File: src/rtl/simd_addsub_pipe.sv
// ---------------------------------------------------------------------------
// simd_addsub_pipe
//
// Pipelined SIMD lane adder/subtractor for the correlated-random generator
// datapath. Each accepted word is split into lanes of 8/16/32/64 bits. Each
// lane gets ADD, SUB, XOR or a 3-operand ADD, and a per-lane carry/borrow
// flag is produced. The byte-level carry chain is cut into STAGES registered
// segments. Segment k resolves bits [k*LEN/STAGES +: LEN/STAGES].
//
// Ports:
//   clk_i        clock, rising edge
//   rst_n_i      synchronous active-low reset
//   in_valid_i   input word valid
//   in_ready_o   unit accepts input this cycle (= ~out_valid_o | out_ready_i)
//   x_i, y_i     packed lane operands
//   ex_i         third operand, used only by ADD3 when EXTRA=1
//   mode_i       00 ADD, 01 SUB, 10 XOR, 11 ADD3
//   width_i      lane width 0=8, 1=16, 2=32, 3=64 bits
//   out_valid_o  result valid
//   out_ready_i  downstream accepts result
//   z_o          packed per-lane result
//   flag_o       per-byte flag; only the MSB byte of each lane can be set
// ---------------------------------------------------------------------------
module simd_addsub_pipe #(
  parameter int LEN    = 128,
  parameter int STAGES = 2,
  parameter int EXTRA  = 1
) (
  input  logic             clk_i,
  input  logic             rst_n_i,
  input  logic             in_valid_i,
  output logic             in_ready_o,
  input  logic [LEN-1:0]   x_i,
  input  logic [LEN-1:0]   y_i,
  input  logic [LEN-1:0]   ex_i,
  input  logic [1:0]       mode_i,
  input  logic [1:0]       width_i,
  output logic             out_valid_o,
  input  logic             out_ready_i,
  output logic [LEN-1:0]   z_o,
  output logic [LEN/8-1:0] flag_o
);

  localparam int NB    = LEN / 8;      // bytes per word
  localparam int SEG_B = NB / STAGES;  // bytes resolved per segment

  localparam logic [1:0] MODE_ADD  = 2'd0;
  localparam logic [1:0] MODE_SUB  = 2'd1;
  localparam logic [1:0] MODE_XOR  = 2'd2;
  localparam logic [1:0] MODE_ADD3 = 2'd3;

  // One pipeline slot. For bytes that are already resolved, sum holds the
  // final result and b is zero. For bytes that are not yet resolved, sum/b
  // are the partial-sum / shifted-carry pair that is still waiting for the
  // carry chain.
  typedef struct packed {
    logic            valid;
    logic [1:0]      mode;   // effective mode (ADD3 folded to ADD when EXTRA=0)
    logic [1:0]      width;
    logic            carry;  // carry out of the top byte of the last resolved segment
    logic [NB-1:0]   csa;    // CSA carry out of each byte's top bit (ADD3 flag source)
    logic [NB-1:0]   flag;
    logic [LEN-1:0]  sum;
    logic [LEN-1:0]  b;
  } stage_t;

  stage_t pipe_r [STAGES];
  stage_t next_s [STAGES];
  logic   adv_s;

  // True when byte idx is the least significant byte of its lane.
  function automatic logic lane_lsb(input int idx, input logic [1:0] w);
    int span;
    span = 32'sd1 << w;
    lane_lsb = ((idx & (span - 32'sd1)) == 32'sd0);
  endfunction

  // True when byte idx is the most significant byte of its lane.
  function automatic logic lane_msb(input int idx, input logic [1:0] w);
    int span;
    span = 32'sd1 << w;
    lane_msb = ((idx & (span - 32'sd1)) == (span - 32'sd1));
  endfunction

  // Turn the raw operands into a sum/b pair that one carry-propagate adder
  // can resolve. SUB becomes x + ~y, and the +1 is injected later at each
  // lane LSB. XOR forces b to zero so that no carry can ever be generated.
  // ADD3 runs a carry-save stage. Its carries shift up by one bit, and the
  // bit that would enter a lane's LSB from the lane below is dropped.
  function automatic stage_t prep(input logic v, input logic [1:0] m,
                                  input logic [1:0] w,
                                  input logic [LEN-1:0] x,
                                  input logic [LEN-1:0] y,
                                  input logic [LEN-1:0] e);
    stage_t         s;
    logic [LEN-1:0] maj;
    logic [LEN-1:0] lsb_bits;
    logic [1:0]     em;
    s        = '0;
    lsb_bits = '0;
    maj      = (x & y) | (x & e) | (y & e);
    for (int i = 0; i < NB; i++) begin
      lsb_bits[8*i] = lane_lsb(i, w);
    end
    if ((m == MODE_ADD3) && (EXTRA == 32'sd0)) begin
      em = MODE_ADD;
    end else begin
      em = m;
    end
    s.valid = v;
    s.mode  = em;
    s.width = w;
    case (em)
      MODE_ADD: begin
        s.sum = x;
        s.b   = y;
      end
      MODE_SUB: begin
        s.sum = x;
        s.b   = ~y;
      end
      MODE_ADD3: begin
        s.sum = x ^ y ^ e;
        s.b   = {maj[LEN-2:0], 1'b0} & ~lsb_bits;
        for (int i = 0; i < NB; i++) begin
          s.csa[i] = maj[8*i+7];
        end
      end
      default: begin
        s.sum = x ^ y;
        s.b   = '0;
      end
    endcase
    prep = s;
  endfunction

  // Resolve the bytes of segment seg. At a lane LSB the incoming carry is
  // replaced by the lane's carry-in: 1 for SUB, otherwise 0. This also masks
  // the inter-segment carry register whenever the segment boundary falls on
  // a lane boundary.
  function automatic stage_t resolve(input stage_t s_in, input int seg);
    stage_t     s;
    logic       c;
    logic [8:0] bs;
    int         i;
    s = s_in;
    c = s_in.carry;
    for (int j = 0; j < SEG_B; j++) begin
      i = seg * SEG_B + j;
      if (lane_lsb(i, s.width)) begin
        c = (s.mode == MODE_SUB);
      end else begin
        c = c;
      end
      bs = {1'b0, s.sum[8*i +: 8]} + {1'b0, s.b[8*i +: 8]} + {8'd0, c};
      s.sum[8*i +: 8] = bs[7:0];
      s.b[8*i +: 8]   = 8'd0;
      c               = bs[8];
      if (lane_msb(i, s.width)) begin
        case (s.mode)
          MODE_ADD:  s.flag[i] = c;
          MODE_SUB:  s.flag[i] = ~c;               // no carry out means x < y
          MODE_ADD3: s.flag[i] = c | s.csa[i];
          default:   s.flag[i] = 1'b0;
        endcase
      end else begin
        s.flag[i] = 1'b0;
      end
    end
    s.carry = c;
    resolve = s;
  endfunction

  // Global advance: every stage moves together unless the output is stalled.
  assign adv_s      = ~pipe_r[STAGES-1].valid | out_ready_i;
  assign in_ready_o = adv_s;

  // Next contents of each slot: segment k is resolved on entry to slot k.
  always_comb begin
    next_s[0] = resolve(prep(in_valid_i, mode_i, width_i, x_i, y_i, ex_i), 0);
    for (int k = 1; k < STAGES; k++) begin
      next_s[k] = resolve(pipe_r[k-1], k);
    end
  end

  // Pipeline registers: clear on reset, shift on advance, otherwise hold.
  always_ff @(posedge clk_i) begin
    if (!rst_n_i) begin
      for (int k = 0; k < STAGES; k++) begin
        pipe_r[k] <= '0;
      end
    end else if (adv_s) begin
      for (int k = 0; k < STAGES; k++) begin
        pipe_r[k] <= next_s[k];
      end
    end else begin
      for (int k = 0; k < STAGES; k++) begin
        pipe_r[k] <= pipe_r[k];
      end
    end
  end

  assign out_valid_o = pipe_r[STAGES-1].valid;
  assign z_o         = pipe_r[STAGES-1].sum;
  assign flag_o      = pipe_r[STAGES-1].flag;

endmodule

File: config.mk
export PLATFORM = sky130hd
export DESIGN_NAME = simd_addsub_pipe
export DESIGN_NICKNAME = d
export VERILOG_FILES = /design/src/rtl/simd_addsub_pipe.sv
export SDC_FILE = /design/constraint.sdc
export NUM_CORES = 1
export LEC_CHECK = 0
export CAP_MARGIN = 20
export CORE_MARGIN = 1
export CORE_UTILIZATION = 45
export CTS_CLUSTER_SIZE = 10
export DETAILED_ROUTE_END_ITERATION = 6
export GPL_TIMING_DRIVEN = 0
export MAX_ROUTING_LAYER = met4
export PLACE_DENSITY = 0.71
export SKIP_LAST_GASP = 1
export SYNTH_ARGS = -nofsm -noshare
export SYNTH_HDL_FRONTEND = slang
export SYNTH_SLANG_ARGS = --single-unit
File: constraint.sdc
create_clock -name clk_i -period 17.21 [get_ports clk_i]
set_clock_uncertainty 0.15 [all_clocks]
set_input_delay 1.721 -clock clk_i [delete_from_list [all_inputs] [get_ports clk_i]]
set_output_delay 1.721 -clock clk_i [all_outputs]
set_load 0.005 [all_outputs]
Yosys cells after proc, flatten, opt, wreduce, memory -nomap -nowiden
Memory sizes are Yosys's and may differ from the RTL's.
Index checks and enable logic that the tools add are counted.

cells by class
  add/subtract/negate cells = 34
  eq/ne operators = 4
  shifts and indexed selects = 2
  mux-type cells = 60
  bitwise gates (word level) = 48
  reduce and logical (&&, ||, !) cells = 41

operators with widths
  operator                                                               number
  294-bit 2-to-1 mux                                                     4
  32-bit zero test                                                       24
  256-bit case mux with 3 select lines                                   1
  128-bit bitwise AND                                                    4
  128-bit bitwise OR                                                     2
  128-bit XOR                                                            2
  30-bit zero test                                                       6
  8-bit by 8-bit adder with 9-bit output                                 16
  9-bit by 1-bit adder with 9-bit output                                 16
  121-bit inverter with 128-bit output                                   1
  128-bit inverter                                                       1
  31-bit zero test                                                       4
  29-bit zero test                                                       4
  1-bit by 2-bit << shifter with 32-bit output, first input constant     2
  32-bit by 2-bit subtractor with 32-bit output, second input constant   2
  1-bit case mux with 3 select lines                                     16
  1-bit 2-to-1 mux                                                       38
  28-bit zero test                                                       1
  1-bit bitwise OR                                                       21
  1-bit inverter                                                         17
  16-bit 2-to-1 mux                                                      1
  2-bit by 1-bit equality test with 1-bit output, second input constant  2
  2-bit equality test, second input constant                             2
  2-bit zero test                                                        2

word-level totals
  register bits after elaboration = 0
  bits in writable memories = 588
  input port bits = 392
  output and inout port bits = 146
  word-level logic and storage cells = 190
  memories kept = 1

memory list
  name    depth  bits a word  rd ports  clocked after Yosys merged registers in  wr ports  line  RTL
  pipe_r  2      294          2         0                                        2         67    stage_t pipe_r [STAGES];

Longest topological paths before layout
Gate-level depths: netlist of the first run.

  depth in word-level cells = 27
  mapped depth = 58
  mapped depth without buffers = 56

Worst setup path before layout of the first run
Ideal clock, no wire load.

  path kind = input -> register
  start point = input mode_i[0]
  end point = memory pipe_r[0][263] in the netlist's numbering (data pin)
  setup time = 180 ps
  arrival time = 14338 ps
  required time = 16880 ps
  slack = 2542 ps
  cell stages on the path = 58
  path buffers = 3
  path through = buf_2 > buf_2 > buf_2 > mux2i_1 > nand2_1 > o21ai_0 > fa_1 > inv_1 > fa_1 > a211oi_2 > o21ai_1 > a31o_1 > o21ai_0 > fa_1 > fa_1 > nor2b_1 > o31ai_1 > a31oi_1 > [... 22 more ...] > o31a_1 > o211ai_1 > nand2b_1 > mux2i_1 > fa_1 > inv_1 > fa_1 > a211oi_2 > o21ai_1 > a31o_1 > o21ai_0 > fa_1 > fa_1 > nor2b_1 > o31ai_1 > a31oi_1 > o21ai_0 > a221oi_1

RTL lines
  element          line  RTL
  start, declared  36    input logic [1:0] mode_i,
  end, declared    67

==> results of run 1 <==
==> power groups by stage <==
| stage | clock [mW] | sequential (mW) | combinational (mW) |
|---|---|---|---|
| final | 0.812 | 1.14 | 1.03 |
| after global routing | 0.851 | 1.15 | 1.12 |
| after CTS | 0.822 | 1.14 | 1.02 |
| after detailed placement | 0 | 1.16 | 1.01 |
| after global placement | 0 | 1.17 | 0.976 |
| after floorplan | 0 | 1.15 | 0.571 |
==> cell usage in the layout, fill, tap and decap left out, types with 6 or more instances in the layout <==
master / synthesis / layout
buf_1: 11 / 10
buf_2: 58 / 58
a211oi_2: 7 / 7
buf_4: 146 / 152
clkdlybuf4s50_1: 0 / 534
clkbuf_1: 69 / 71
a31o_1: 6 / 6
a21oi_1: 159 / 159
a211oi_1: 92 / 92
edfxtp_1: 358 / 358
and3_1: 106 / 106
nand2_1: 120 / 120
ha_1: 242 / 242
a221oi_1: 6 / 6
o21a_1: 57 / 57
fa_1: 160 / 155
o211ai_1: 20 / 20
a31oi_1: 31 / 26
buf_8: 0 / 20
o2bb2ai_1: 6 / 6
inv_1: 51 / 51
clkbuf_16: 0 / 43
xor2_1: 27 / 27
nor2_1: 357 / 357
o21bai_1: 15 / 15
nor2b_1: 21 / 17
a21o_1: 10 / 10
xnor2_1: 138 / 138
or3_1: 9 / 9
mux2i_1: 138 / 138
diode_2: 0 / 24
o21ai_0: 127 / 127
nand2b_1: 35 / 35
o22ai_1: 14 / 14
nor3_1: 45 / 45
==> how the worst max path moves through the flow <==
stage	cells past startpoint	slack, ns	end
after floorplan	58	2.54	pipe_r[0][263]
after global placement	3	-1.98	pipe_r[0][531]
after detailed placement	54	-1.81	pipe_r[0][263]
after CTS	58	0.05	pipe_r[0][263]
after global routing	58	-0.13	pipe_r[0][263]
final	55	0.38	pipe_r[0][263]
==> per-layer routing <==
| layer | up-vias | share of wire, % | global-route usage [%] | wire (um) |
|---|---|---|---|---|
| met3 | 159 | 6.2 | 4.40 | 6100 |
| met1 | 11601 | 42 | 39.6 | 41100 |
| li1 | 10652 | - | - | - |
| met5 | - | 0 | - | 0 |
| met4 | 0 | 3.6 | 11.8 | 3580 |
| met2 | 894 | 49 | 50.8 | 48000 |
==> cell families (layout without fill, tap and decap cells) <==
family                     Yosys count  count (layout)
other                                0              24
xor gates and xnor gates           165             165
DFF                                358             358
buffers and inverters              335             953
adders and majority gates          402             402
muxes                              144             144
and+or+nand+nor                    709             709
AOI/OAI and AO/OA                  576             576
==> worst max-delay path: cells and delay by family <==
family / cells / cell delay [ns]
buf+inv: 5 / 1.75
fa+ha+maj: 15 / 6.90
mux: 1 / 0.16
compound gates: 27 / 5.13
simple gates: 7 / 1.39
==> stage by stage <==
step / hold WS [ns] / total power, mW / instance area, sq um / TNS [ns]
CTS: 0.399 / 2.99 / 36700 / 0
finish: 0.396 / 2.98 / 36800 / 0
global route: 0.405 / 3.12 / 36800 / -0.126
detailed placement: 0.389 / 2.17 / 35400 / -9.30
floorplan: 0.378 / 1.72 / 28600 / 0
global placement: 0.386 / 2.15 / 35000 / -688.65
==> area by class of cell <==
cell class	count	area (sq um)	area share, %
inverter	51	191	0.521
sequential	358	10800	29.2
timing repair buffer	564	5800	15.8
antenna	24	60.1	0.163
clock buffer	49	1100	2.99
multi-input combinational	1996	16100	43.7
buffer	282	1690	4.59
clock inverter	7	60.1	0.163
tap	846	1060	2.88
==> repair_timing <==
item	CTS	global route
resized for setup	10	9
setup buffers	4	2
endpoints found under the setup margin	8	7
pin swaps	4	4
hold buffers	0	0
==> results.tsv, run 1 <==
metric	value	unit
status	complete, no violations	
total I/O pin count	538	
final setup violation count	0	
Avg Inst Size Synth	10.6	sq um
post-synthesis cell area	0.0286	sq mm
post-synthesis xor/xnor area fraction	5.05	%
Worst EP arrival	17.05	ns
ys flop type	edfxtp_1	
Reg power frac	38.4	%
Post-Synthesis Net Count	3483	
Hold Startpoint	pipe_r[0][147]	
detailed-route via count	23306	
worst hold endpoint	pipe_r[0][441]	
ys async rst share	0	%
final hold vios	0	
grt ovf	0	
commonest cells in the netlist	edfxtp_1 (358), nor2_1 (357), ha_1 (242), fa_1 (160), a21oi_1 (159)	
WL/cell	23.6	um
main combinational cell family by area after synthesis	adder cells	
sequential-to-total area share from yosys stat	37.5	%
Post-Syn Instances	2689	
root buffer cell	clkbuf_16	
max FFs per register	358	
Synth cell types	51	
Lkg Pwr	15.5	nW
fillcell total	5240	
non-filler cells, final	4177	
fin crit period	16.83	ns
actual slew at the worst max-slew pin	1.20	ns
TritonCTS clock tree	built	
CP max FO	10	
top flop regs	pipe_r x358	
Max IR drop VDD	60.8	uV
worst stage delay on the critical path	0.83	ns
Num CTS Buffers	43	
CTS sink cnt	358	
Logic pwr share	34.4	%
Die Ht	254	um
f_max	0.0594	GHz
switch share	30.6	%
Slowest-stage cell, CP	clkbuf_1	
core region area	0.0630	sq mm
WS Path Type	input port to register	
vias per cell	5.58	
global-route wire length before repair	145	mm
Post-Synth Adder-Cell Area	21.8	%
latest clock arrival within the worst-skew pair	0.57	ns
number of buffers added on ports	534	
Seq cells post-synth	358	
Compound-Gate Fraction of Synth Area	12.9	%
CP Data Required Time	17.43	ns
Final #Nets	4090	
deepest clock path buffer count	3	
post-DP HPWL	78.3	mm
final WL	98.8	mm
RSZ-0062 raised after global routing	yes	
CP Capture Type	register	
Setup crit start	mode_i[1]	
area grow syn2layout	28.4	%
largest register by flop count	pipe_r	
top post-synthesis cells by area	edfxtp_1 (38%), fa_1 (11%), ha_1 (11%)	
MaxCap Viol Count	0	
FF-to-FF setup slack	0.86	ns
Slew HR	19.6	%
gpl congestion	0.958	
Cell Int Power	2.07	mW
H-tree depth	2	
pwr/cell area	81.2	mW/mm^2
dpl ws	-1.81	ns
DIE WIDTH	254	um
top-count cell post-synth	edfxtp_1	
most area-hungry cell type in the Yosys netlist	edfxtp_1	
Switching Power	0.912	mW
Setup crit start kind	input port	
TritonRoute pass-1 iters	5	
top-area cell type share of the netlist area	37.5	%
Rows	92	
post-layout util	58.4	%
vias in the first global route	23673	
layout cells sized above 1	9.68	%
Simple-Gate Fraction of Synth Area	11.1	%
Clk pwr share	27.2	%
worst r2r path cells	55	
cell mode on critical path	fa_1	
Post-synth EDFFs	358	
largest net degree at the start of global routing	22	
worst r2r src	pipe_r[0][292]	
R2R Path End	pipe_r[0][565]	
setup ws final	0.380	ns
Min-Delay Path Depth	1	
Max Slew Vio Count	0	
Initial Util	45.5	%
# DRC	0	
period utilization	97.8	%
Die ar.	0.0646	sq mm
Placed Cells incl. Taps	4093	
Syn. warnings	0	
Routed Antenna Nets	0	
global-route usage over all layers	31.3	%
mux contribution to synthesized area	5.06	%
Iter 0 DRT Violations	1611	
clock-pin slew of the registers on the worst-case setup and hold paths	0.06	ns
Worst Hold Class	register to register	
initial antenna violation count	23	
(Power assumes the default switching activity.)
==> run 2, diff against run 1 <==
GPL_ROUTABILITY_DRIVEN = 0   (was default)
clock period = 17.83 ns   (was 17.21 ns; I/O delays follow)
==> run 2 against run 1 <==
- die area did not move
- first-iteration DRC count is 20% higher
- hold slack better by 0.0024 ns
- wire length shrank 1.9%
- largest cell class unchanged
==> results.tsv, run 2 (same netlist as run 1, synthesis figures left out) <==
metric	value	unit	change
CTS sink cnt	358		unchanged
dpl ws	-0.993	ns	was -1.81 ns
max FFs per register	358		unchanged
RSZ-0062 raised after global routing	no		was yes
grt met1 use	39.2	%	was 39.6%
H-tree depth	2		unchanged
setup ws final	0.724	ns	was 0.380 ns
CP Capture Type	register		unchanged
global-route usage over all layers	30.4	%	was 31.3%
worst setup path endpoint	pipe_r[0][263]		unchanged
core region area	0.0630	sq mm	unchanged
Setup crit start	x_i[0]		was mode_i[1]
Multi-input gate area	0.0160	sq mm	was 0.0161 sq mm
non-filler cells, final	4202		was 4177
final WL	96.9	mm	was 98.8 mm
Initial Util	45.5	%	unchanged
final setup violation count	0		unchanged
hold_buf cts	0		unchanged
Storage cell area	0.0108	sq mm	unchanged
fin crit period	17.11	ns	
# DRC	0		unchanged
area grow syn2layout	28.7	%	was 28.4%
post-layout util	58.6	%	was 58.4%
Top delay family on crit path	adder cells		unchanged
Max Slew Vio Count	0		unchanged
deepest clock path buffer count	3		unchanged
Iter 0 DRT Violations	1937		was 1611
f_max	0.0585	GHz	
met2 Usage GRT	47.2	%	was 50.8%
detailed-route via count	23695		was 23306
CP Data Required Time	18.07	ns	was 17.43 ns
grt ovf	0		unchanged
FF-to-FF setup slack	1.11	ns	was 0.86 ns
total I/O pin count	538		unchanged
stages on the worst setup path	59		was 55
initial antenna violation count	37		was 23
Rows	92		unchanged
global-route wire length before repair	142	mm	was 145 mm
largest register by flop count	pipe_r		unchanged
Slowest-stage cell, CP	fa_1		was clkbuf_1
MaxCap Viol Count	0		unchanged
largest net degree at the start of global routing	22		unchanged
Die ar.	0.0646	sq mm	unchanged
post-DP HPWL	76.0	mm	was 78.3 mm
Num CTS Buffers	44		was 43
Routed Antenna Nets	0		unchanged
period utilization	95.9	%	
number of buffers added on ports	534		unchanged
WL/cell	23.1	um	was 23.6 um
Placed Cells incl. Taps	4091		was 4093
Slew HR	19.2	%	was 19.6%
root buffer cell	clkbuf_16		unchanged
vias per cell	5.64		was 5.58
TritonCTS clock tree	built		unchanged
Die Ht	254	um	unchanged
Worst EP arrival	17.34	ns	was 17.05 ns
most frequent cells in the layout	clkdlybuf4s50_1 (534), edfxtp_1 (358), nor2_1 (357)		unchanged
pwr/cell area	79.3	mW/mm^2	was 81.2 mW/mm^2
Final #Nets	4090		unchanged
Lkg Pwr	15.5	nW	about the same
layout cells sized above 1	9.54	%	was 9.68%
CP max FO	3		was 10
worst r2r src	pipe_r[0][292]		unchanged
latest clock arrival within the worst-skew pair	0.57	ns	about the same
worst stage delay on the critical path	0.58	ns	was 0.83 ns
WS Path Type	input port to register		unchanged
GR Layer Usage met3	3.75	%	was 4.40%
worst r2r path cells	56		was 55
DIE WIDTH	254	um	unchanged
cell mode on critical path	fa_1		unchanged
vias in the first global route	23696		was 23673
fillcell total	5259		was 5240
top flop regs	pipe_r x358		unchanged
Worst Hold Class	register to register		unchanged
actual slew at the worst max-slew pin	1.21	ns	was 1.20 ns
R2R Path End	pipe_r[0][565]		unchanged
clock-pin slew of the registers on the worst-case setup and hold paths	0.05	ns	was 0.06 ns
Max IR drop VDD	59.1	uV	was 60.8 uV
commonest non-fill, non-tap cell in the layout	clkdlybuf4s50_1		unchanged
TritonRoute pass-1 iters	5		unchanged
final hold vios	0		unchanged
WP buf/inv	5		unchanged
status	complete, no violations		unchanged
Setup crit start kind	input port		unchanged
gr busiest metal	met2		unchanged
## run 2: changes by cell type in the layout (fill, tap and decap cells not counted), sizes merged
cell and change:
inv -1, clkbuf +7, buf -2, clkdlybuf4s15 -1, diode +18, clkinv +4
## run 2: final cells by class
class | count | area share (%)
Clock buffer | 54 | 3.20
Inverter | 51 | 0.519
Buffer | 284 | 4.58
Timing Repair Buffer | 561 | 15.6
Tap cell | 846 | 2.87
Sequential cell | 358 | 29.2
Clock inverter | 10 | 0.221
Antenna cell | 42 | 0.285
Multi-Input combinational cell | 1996 | 43.5
## run 2: layer usage
| layer | up-vias | wire, um |
|---|---|---|
| li1 | 10679 | - |
| met1 | 11714 | 39900 |
| met2 | 1045 | 45600 |
| met3 | 257 | 6360 |
| met4 | 0 | 4980 |
| met5 | - | 0 |
## run 2: through the flow
step | instance area, sq um | power [mW] | setup TNS [ns] | hold WS (ns)
floorplan | 28600 | 1.66 | 0 | 0.378
global placement | 35000 | 2.06 | -433.14 | 0.383
detailed placement | 35400 | 2.08 | -2.60 | 0.386
CTS | 36700 | 2.92 | 0 | 0.387
global route | 36900 | 3.06 | 0 | 0.404
finish | 36900 | 2.92 | 0 | 0.398
## run 2: how the worst min path moves through the flow
stage	start	to	slack, ns	depth (start not counted)
floorplan	pipe_r[0][128]	pipe_r[0][422]	0.38	1
global placement	pipe_r[0][157]	pipe_r[0][451]	0.38	1
detailed placement	pipe_r[0][162]	pipe_r[0][456]	0.39	1
CTS	pipe_r[0][159]	pipe_r[0][453]	0.39	1
global route	pipe_r[0][156]	pipe_r[0][450]	0.40	1
finish	pipe_r[0][162]	pipe_r[0][456]	0.40	1
## run 2: power breakdown
| part | internal (mW) | switching (mW) | total, mW | leakage [nW] |
|---|---|---|---|---|
| combinational | 0.491 | 0.497 | 0.988 | 10.7 |
| sequential | 1.06 | 0.0393 | 1.10 | 4.17 |
| clock | 0.476 | 0.356 | 0.833 | 0.620 |
| total | 2.03 | 0.893 | 2.92 | 15.5 |
## run 2: what timing repair did
action / 4_1_cts / 5_1_grt
pin swaps: 0 / 4
buffers inserted: 0 / 5
resized for setup: 2 / 9
endpoints found under the setup margin: 2 / 6
